File: src/rtl/alp_dp_pkg.sv
// Shared select encodings, shift-engine state type and direction codes for the ALP Q/D datapath.
package alp_dp_pkg;

    // A select, one-hot {PAD,DREG,MBUS,RBUS}
    localparam logic [3:0] ALP_AMUX_NONE = 4'b0000;
    localparam logic [3:0] ALP_AMUX_RBUS = 4'b0001;
    localparam logic [3:0] ALP_AMUX_MBUS = 4'b0010;
    localparam logic [3:0] ALP_AMUX_DREG = 4'b0100;
    localparam logic [3:0] ALP_AMUX_PAD  = 4'b1000;

    // B select, one-hot {SMUX,QREG,RBUS}
    localparam logic [2:0] ALP_BMUX_NONE = 3'b000;
    localparam logic [2:0] ALP_BMUX_RBUS = 3'b001;
    localparam logic [2:0] ALP_BMUX_QREG = 3'b010;
    localparam logic [2:0] ALP_BMUX_SMUX = 3'b100;

    // Q select, one-hot {AMUX,SHR,SHL,WMUX}
    localparam logic [3:0] ALP_QMUX_NONE = 4'b0000;
    localparam logic [3:0] ALP_QMUX_WMUX = 4'b0001;
    localparam logic [3:0] ALP_QMUX_SHL  = 4'b0010;
    localparam logic [3:0] ALP_QMUX_SHR  = 4'b0100;
    localparam logic [3:0] ALP_QMUX_AMUX = 4'b1000;

    typedef enum logic [1:0] {
        QS_IDLE  = 2'd0,
        QS_SHIFT = 2'd1,
        QS_DONE  = 2'd2
    } qs_state_t;

    localparam logic QS_LEFT  = 1'b1;
    localparam logic QS_RIGHT = 1'b0;

endpackage

File: src/rtl/alp_qshift_fsm.sv
// Multi-step Q shift sequencer: counts N single-bit steps, then pulses done for one cycle.
// All outputs are registered; shift/dir tell the top level to step Q on the next falling edge.
module alp_qshift_fsm
    import alp_dp_pkg::*;
#(
    parameter int CNT_W = 6
) (
    input  logic             qdck_l,
    input  logic             reset_h,
    input  logic             i_start,
    input  logic             i_dir,
    input  logic [CNT_W-1:0] i_cnt,
    output logic             o_busy,
    output logic             o_done,
    output logic             o_shift,
    output logic             o_dir
);

    qs_state_t        r_state;
    logic [CNT_W-1:0] r_cnt;
    logic             r_busy;
    logic             r_done;
    logic             r_shift;
    logic             r_dir;

    always_ff @(negedge qdck_l or posedge reset_h) begin
        if (reset_h) begin
            r_state <= QS_IDLE;
            r_cnt   <= '0;
            r_busy  <= 1'b0;
            r_done  <= 1'b0;
            r_shift <= 1'b0;
            r_dir   <= 1'b0;
        end else begin
            case (r_state)
                QS_IDLE: begin
                    r_done <= 1'b0;
                    if (i_start) begin
                        r_busy <= 1'b1;
                        if (i_cnt != '0) begin
                            r_state <= QS_SHIFT;
                            r_cnt   <= i_cnt;
                            r_dir   <= i_dir;
                            r_shift <= 1'b1;
                        end else begin
                            r_state <= QS_DONE;
                            r_done  <= 1'b1;
                        end
                    end
                end
                QS_SHIFT: begin
                    r_cnt <= r_cnt - CNT_W'(1);
                    // The edge that sees cnt==1 performs the final step
                    if (r_cnt == CNT_W'(1)) begin
                        r_state <= QS_DONE;
                        r_shift <= 1'b0;
                        r_done  <= 1'b1;
                    end
                end
                QS_DONE: begin
                    r_state <= QS_IDLE;
                    r_done  <= 1'b0;
                    r_busy  <= 1'b0;
                end
                default: begin
                    r_state <= QS_IDLE;
                    r_done  <= 1'b0;
                    r_busy  <= 1'b0;
                    r_shift <= 1'b0;
                end
            endcase
        end
    end

    assign o_busy  = r_busy;
    assign o_done  = r_done;
    assign o_shift = r_shift;
    assign o_dir   = r_dir;

endmodule

File: src/rtl/alp_qd_seq_dp.sv
// ALP non-ALU datapath: input registers, A/B operand muxes, funnel shifter, Q/D registers.
// Q can be stepped autonomously by alp_qshift_fsm; Q loads are locked out while it is busy.
module alp_qd_seq_dp
    import alp_dp_pkg::*;
#(
    parameter int WIDTH = 32,
    parameter int SHF_W = 2,
    parameter int CNT_W = 6
) (
    input  logic                        qdck_l,
    input  logic                        reset_h,
    input  logic                        in_en_h,
    input  logic [WIDTH-1:0]            mbus_l,
    input  logic [WIDTH-1:0]            rbus_l,
    input  logic                        extdata_l,
    input  logic [WIDTH+2**SHF_W-2:0]   sbus_l,
    input  logic [SHF_W-1:0]            shf_h,
    input  logic [3:0]                  amux_sel_h,
    input  logic [2:0]                  bmux_sel_h,
    input  logic [3:0]                  qmux_sel_h,
    input  logic                        qreg_en_h,
    input  logic                        dreg_en_h,
    input  logic [WIDTH-1:0]            wmux_l,
    output logic [WIDTH-1:0]            amux_h,
    output logic [WIDTH-1:0]            bmux_h,
    output logic [WIDTH-1:0]            qreg_h,
    input  logic                        qs_start_h,
    input  logic                        qs_dir_h,
    input  logic [CNT_W-1:0]            qs_cnt_h,
    output logic                        qs_busy_h,
    output logic                        qs_done_h,
    output logic                        q_sio_lsb_oe_h,
    output logic                        q_sio_lsb_out_h,
    input  logic                        q_sio_lsb_in_h,
    output logic                        q_sio_msb_oe_h,
    output logic                        q_sio_msb_out_h,
    input  logic                        q_sio_msb_in_h
);

    logic [WIDTH-1:0] r_mreg;
    logic [WIDTH-1:0] r_rreg;
    logic             r_ext;
    logic [WIDTH-1:0] r_qreg;
    logic [WIDTH-1:0] r_dreg;

    logic [WIDTH-1:0] w_smux;
    logic [WIDTH-1:0] w_amux;
    logic [WIDTH-1:0] w_bmux;
    logic [WIDTH-1:0] w_qmux;
    logic             w_busy;
    logic             w_shift;
    logic             w_dir;
    logic             w_qload;

    alp_qshift_fsm #(.CNT_W(CNT_W)) u_qshift (
        .qdck_l  (qdck_l),
        .reset_h (reset_h),
        .i_start (qs_start_h),
        .i_dir   (qs_dir_h),
        .i_cnt   (qs_cnt_h),
        .o_busy  (w_busy),
        .o_done  (qs_done_h),
        .o_shift (w_shift),
        .o_dir   (w_dir)
    );

    assign w_smux = ~sbus_l[shf_h +: WIDTH];

    always_comb begin
        w_amux = '0;
        case (amux_sel_h)
            ALP_AMUX_RBUS: w_amux = r_rreg;
            ALP_AMUX_MBUS: w_amux = r_mreg;
            ALP_AMUX_DREG: w_amux = r_dreg;
            ALP_AMUX_PAD:  w_amux = {WIDTH{r_ext}};
            default:       w_amux = '0;
        endcase
    end

    always_comb begin
        w_bmux = '0;
        case (bmux_sel_h)
            ALP_BMUX_RBUS: w_bmux = r_rreg;
            ALP_BMUX_QREG: w_bmux = r_qreg;
            ALP_BMUX_SMUX: w_bmux = w_smux;
            default:       w_bmux = '0;
        endcase
    end

    always_comb begin
        w_qmux = '1;
        case (qmux_sel_h)
            ALP_QMUX_WMUX: w_qmux = ~wmux_l;
            ALP_QMUX_SHL:  w_qmux = {r_qreg[WIDTH-2:0], q_sio_lsb_in_h};
            ALP_QMUX_SHR:  w_qmux = {q_sio_msb_in_h, r_qreg[WIDTH-1:1]};
            ALP_QMUX_AMUX: w_qmux = w_amux;
            default:       w_qmux = '1;
        endcase
    end

    // A start in IDLE takes precedence over a same-cycle Q load
    assign w_qload = qreg_en_h & ~w_busy & ~qs_start_h;

    always_ff @(negedge qdck_l or posedge reset_h) begin
        if (reset_h) begin
            r_mreg <= '0;
            r_rreg <= '0;
            r_ext  <= 1'b0;
            r_qreg <= '0;
            r_dreg <= '0;
        end else begin
            if (in_en_h) begin
                r_mreg <= ~mbus_l;
                r_rreg <= ~rbus_l;
                r_ext  <= ~extdata_l;
            end
            if (w_shift) begin
                if (w_dir == QS_LEFT)
                    r_qreg <= {r_qreg[WIDTH-2:0], q_sio_lsb_in_h};
                else
                    r_qreg <= {q_sio_msb_in_h, r_qreg[WIDTH-1:1]};
            end else if (w_qload) begin
                r_qreg <= w_qmux;
            end
            if (dreg_en_h)
                r_dreg <= ~wmux_l;
        end
    end

    assign amux_h          = w_amux;
    assign bmux_h          = w_bmux;
    assign qreg_h          = r_qreg;
    assign qs_busy_h       = w_busy;
    assign q_sio_lsb_out_h = r_qreg[0];
    assign q_sio_msb_out_h = r_qreg[WIDTH-1];
    assign q_sio_lsb_oe_h  = ((qmux_sel_h == ALP_QMUX_SHR) & qreg_en_h) | (w_shift & (w_dir == QS_RIGHT));
    assign q_sio_msb_oe_h  = ((qmux_sel_h == ALP_QMUX_SHL) & qreg_en_h) | (w_shift & (w_dir == QS_LEFT));

endmodule

File: config.mk
export PLATFORM = sky130hd
export DESIGN_NAME = alp_qd_seq_dp
export DESIGN_NICKNAME = d
export VERILOG_FILES = /design/src/rtl/alp_dp_pkg.sv /design/src/rtl/alp_qshift_fsm.sv /design/src/rtl/alp_qd_seq_dp.sv
export SDC_FILE = /design/constraint.sdc
export NUM_CORES = 1
export LEC_CHECK = 0
export BUFFER_PORTS_ARGS = -buffer_cell sky130_fd_sc_hd__clkbuf_2
export CELL_PAD_IN_SITES_DETAIL_PLACEMENT = 1
export CELL_PAD_IN_SITES_GLOBAL_PLACEMENT = 1
export CORE_ASPECT_RATIO = 0.7
export CORE_MARGIN = 5
export CORE_UTILIZATION = 28
export DETAILED_ROUTE_END_ITERATION = 8
export MAX_ROUTING_LAYER = met4
export PLACE_DENSITY_LB_ADDON = 0.15
export SLEW_MARGIN = 30
export SYNTH_ARGS = -nofsm -noshare
export SYNTH_HDL_FRONTEND = slang
export SYNTH_SLANG_ARGS = --single-unit
export TNS_END_PERCENT = 20
File: constraint.sdc
create_clock -name qdck_l -period 6.5 [get_ports qdck_l]
set_input_delay 0.325 -clock qdck_l [delete_from_list [all_inputs] [get_ports qdck_l]]
set_output_delay 0.325 -clock qdck_l [all_outputs]
set_load 0.1 [all_outputs]
==> summary.md <==
| Metric | Value |
|---|---|
| Yosys reg bits | 141 |
| DR pass1 iterations | 6 |
| CP startpoint kind | register |
| WP data arrival | 5.65 ns |
| Via count | 9391 |
| Placed Area | approximately 0.011 mm^2 |
| RD Place Congestion | 0.8230 |
| WS Path Type | reg -> out |
| Synthesized area | 0.009404 mm^2 |
| H-tree depth | 4 |
| WL per Instance | 24.37 um |
| Die Span Y | 163.3 um |
| Static leakage | 0.004802 uW |
| Core Rows | 56 |
| Worst slew pin tran | just under 0.9 ns |
| VDD IR-drop max | 352.0 uV |
| Cells after Synth | 1051 |
| Initial antenna violation count | 1 |
| FFs w/ async S/R, synth | 1.000 |
| RSZ-0062 raised after global routing | no |
| Final Instance Area | 0.01204 mm^2 |
| CTS Root Cell | clkbuf_16 |
| Clock Path Buffers | 2 |
| DP HPWL | 31760 um |
| Hold Path Class | reg -> reg |
| Full die area | around 0.037 mm^2 |
| Total of max-cap violations | 0 |
| Setup violations, final | 0 |
| # nets final | 1404 |
| Reg clk slew, reported paths | 0.05 ns |
| IO Count | 262 |
| Synth area leaders | dfrtn_1 (38%), a21oi_1 (8.4%), a22oi_1 (7.8%) |
| Count of cell types in the netlist | 47 |
| Final Hold Vio Count | 0 |
| Most used DFF post-synth | dfrtn_1 |
| Post-synth EDFFs | 0 |
| Grt ovf | 0 |
| Total global-route track usage | 0.2226 |
| Slew margin rel. | 0.4159 |
| Clock sinks | ~140 |
| Aggregate routed wire length | 41210 um |
| Vias in the first global route | 9963 |
| Antenna viol nets, final | 0 |
| DRC violations left | 0 |
| # Post-CTS Setup Buffers | 0 |
| Share of cells above drive strength 1 | 0.3235 |
| Core area | 0.03335 mm^2 |
| Area leader, netlist | dfrtn_1 |
| Clk_skew | roughly 0.0085 ns |
| Hold-fix buffers at CTS | 0 |
| Area Overhead vs Synth | 28.01% |
| Power per Cell Area | 389.2 mW/mm^2 |
| Data required, critical path | 6.17 ns |
| Vias per Instance | between 5 and 6 |
| Worst hold path depth | 1 |
| Clock buffer count from CTS | 17 |
| Post-CTS resize count | 0 |
| Syn nets | 1213 |
| Pin count of the biggest net entering global routing | 77 |
| Synth Warn # | 0 |
| First-pass GRT wire length | between 60000 and 70000 um |
| Worst reg2reg setup slack | 4.43 ns |
| Count leader, synth | a21oi_1 |
| Critical Path Fanout Max | 33 |
| Commonest cells post-synth | a21oi_1 (157), dfrtn_1 (141), nor2_1 (135) |
| Syn avg cell area | roughly 9 um^2 |
| Status | completed |
| CTS tree | done |
| Final Max Tran Viols | 0 |
| Clk Latency, worst-skew pair | 0.41 ns |
| Synth top area share | 0.3752 |
| Die X | 229.0 um |
| Initial Util | 0.2820 |
| First DRT Iteration DRCs | approximately 770 |
| Register area share after synthesis | 0.3752 |
| Number of buffers added on ports | 261 |
| Crit path capture type | primary output |
| Hold slack | around 0.46 ns |
| Reg2reg path depth | 4 |
per-stage QoR:
step	instances	setup WS (ns)	total power (uW)	utilization	setup TNS (ns)
floorplan	1051	-0.4590	3113	-	-12.23
global placement	1658	0.6413	3705	0.3433	0
CTS	1690	0.4855	4714	0.3608	0
detailed placement	1658	0.9409	3732	0.3436	0
global route	1691	0.2851	4891	0.3609	0
finish	1691	0.5246	4685	0.3609	0
cell families (layout without fill, tap and decap cells):
| family | Yosys count | in the layout | synth area share |
|---|---|---|---|
| compound gates | 499 | 499 | 0.3466 |
| simple gates | 205 | 205 | 0.09127 |
| flops | 141 | 141 | 0.3752 |
| buf+inv | 123 | 327 | 0.05907 |
| mux | 80 | 80 | 0.1243 |
| fa+ha+maj | 2 | 2 | 0.002661 |
| xor+xnor | 1 | 1 | 0.0009315 |
| other cells | 0 | 1 | 0 |
path summary, 6_finish.rpt:
| check | from | endpoint |
|---|---|---|
| max | r_ext | amux_h[6] |
| min | u_qshift.r_cnt[5] | u_qshift.r_cnt[5] |
| max reg2reg | u_qshift.r_state[0] | u_qshift.o_shift |
| min reg2reg | u_qshift.r_cnt[5] | u_qshift.r_cnt[5] |
| max in group asynchronous | reset_h | r_rreg[4] |
| min in group asynchronous | reset_h | u_qshift.o_dir |
layout by cell type, fill, tap and decap left out, types with 4 or more instances in the layout:
cell type and n:
nand3_1 4, a31oi_1 33, o22a_1 33, nor2b_1 5
o22ai_1 32, clkinvlp_4 4, buf_12 32, inv_1 8
nand2_1 37, a22oi_1 98, mux2_2 44, o2bb2ai_1 27
a21oi_1 157, clkbuf_8 4, mux2i_1 11, buf_4 25
a2bb2oi_1 39, clkbuf_16 17, dfrtn_1 141, o21ai_0 66
clkinv_2 6, nor2b_2 6, mux4_2 25, nor2_1 134
clkbuf_2 227
layout make-up:
cell class	count	area, um^2
multi-input cells	787	5378
clock buffers	21	480.5
well taps	435	544.3
fillers	3897	21310
clock inverters	11	91.34
repair buffers	285	1972
diodes	1	2.502
flip-flops and latches	141	3528
inverters	10	41.29
metal layers:
metal	vias up	routed length [um]	share of wire	track usage
met5	-	0	0	-
met4	0	622	0.015	0.05326
met3	32	1190	0.029	0.02919
met2	184	21180	0.51	0.3828
met1	4766	18210	0.44	0.2818
li1	4409	-	-	-
worst max-delay path, cell delays in order, from the launching register on:
cell	delay, ns
dfrtn_1	0.41
and3b_1	0.15
buf_4	0.35
nand2_2	0.45
o21ai_0	0.35
buf_12	0.23
registers in the layout (all words and copies together) (netlist names):
register          cells
u_qshift.o_dir        1
u_qshift.o_done       1
r_dreg               32
u_qshift.r_cnt        6
u_qshift.o_shift      1
u_qshift.r_state      2
r_ext                 1
qreg_h               32
r_mreg               32
u_qshift.o_busy       1
r_rreg               32
report_power, final:
group	total (uW)	switching [uW]	internal (uW)
Combinational	2300	1670	629
Clock	970	407	563
Sequential	1410	335	1080
Total	4680	2420	2270
Power figures use the tool's default switching activity.
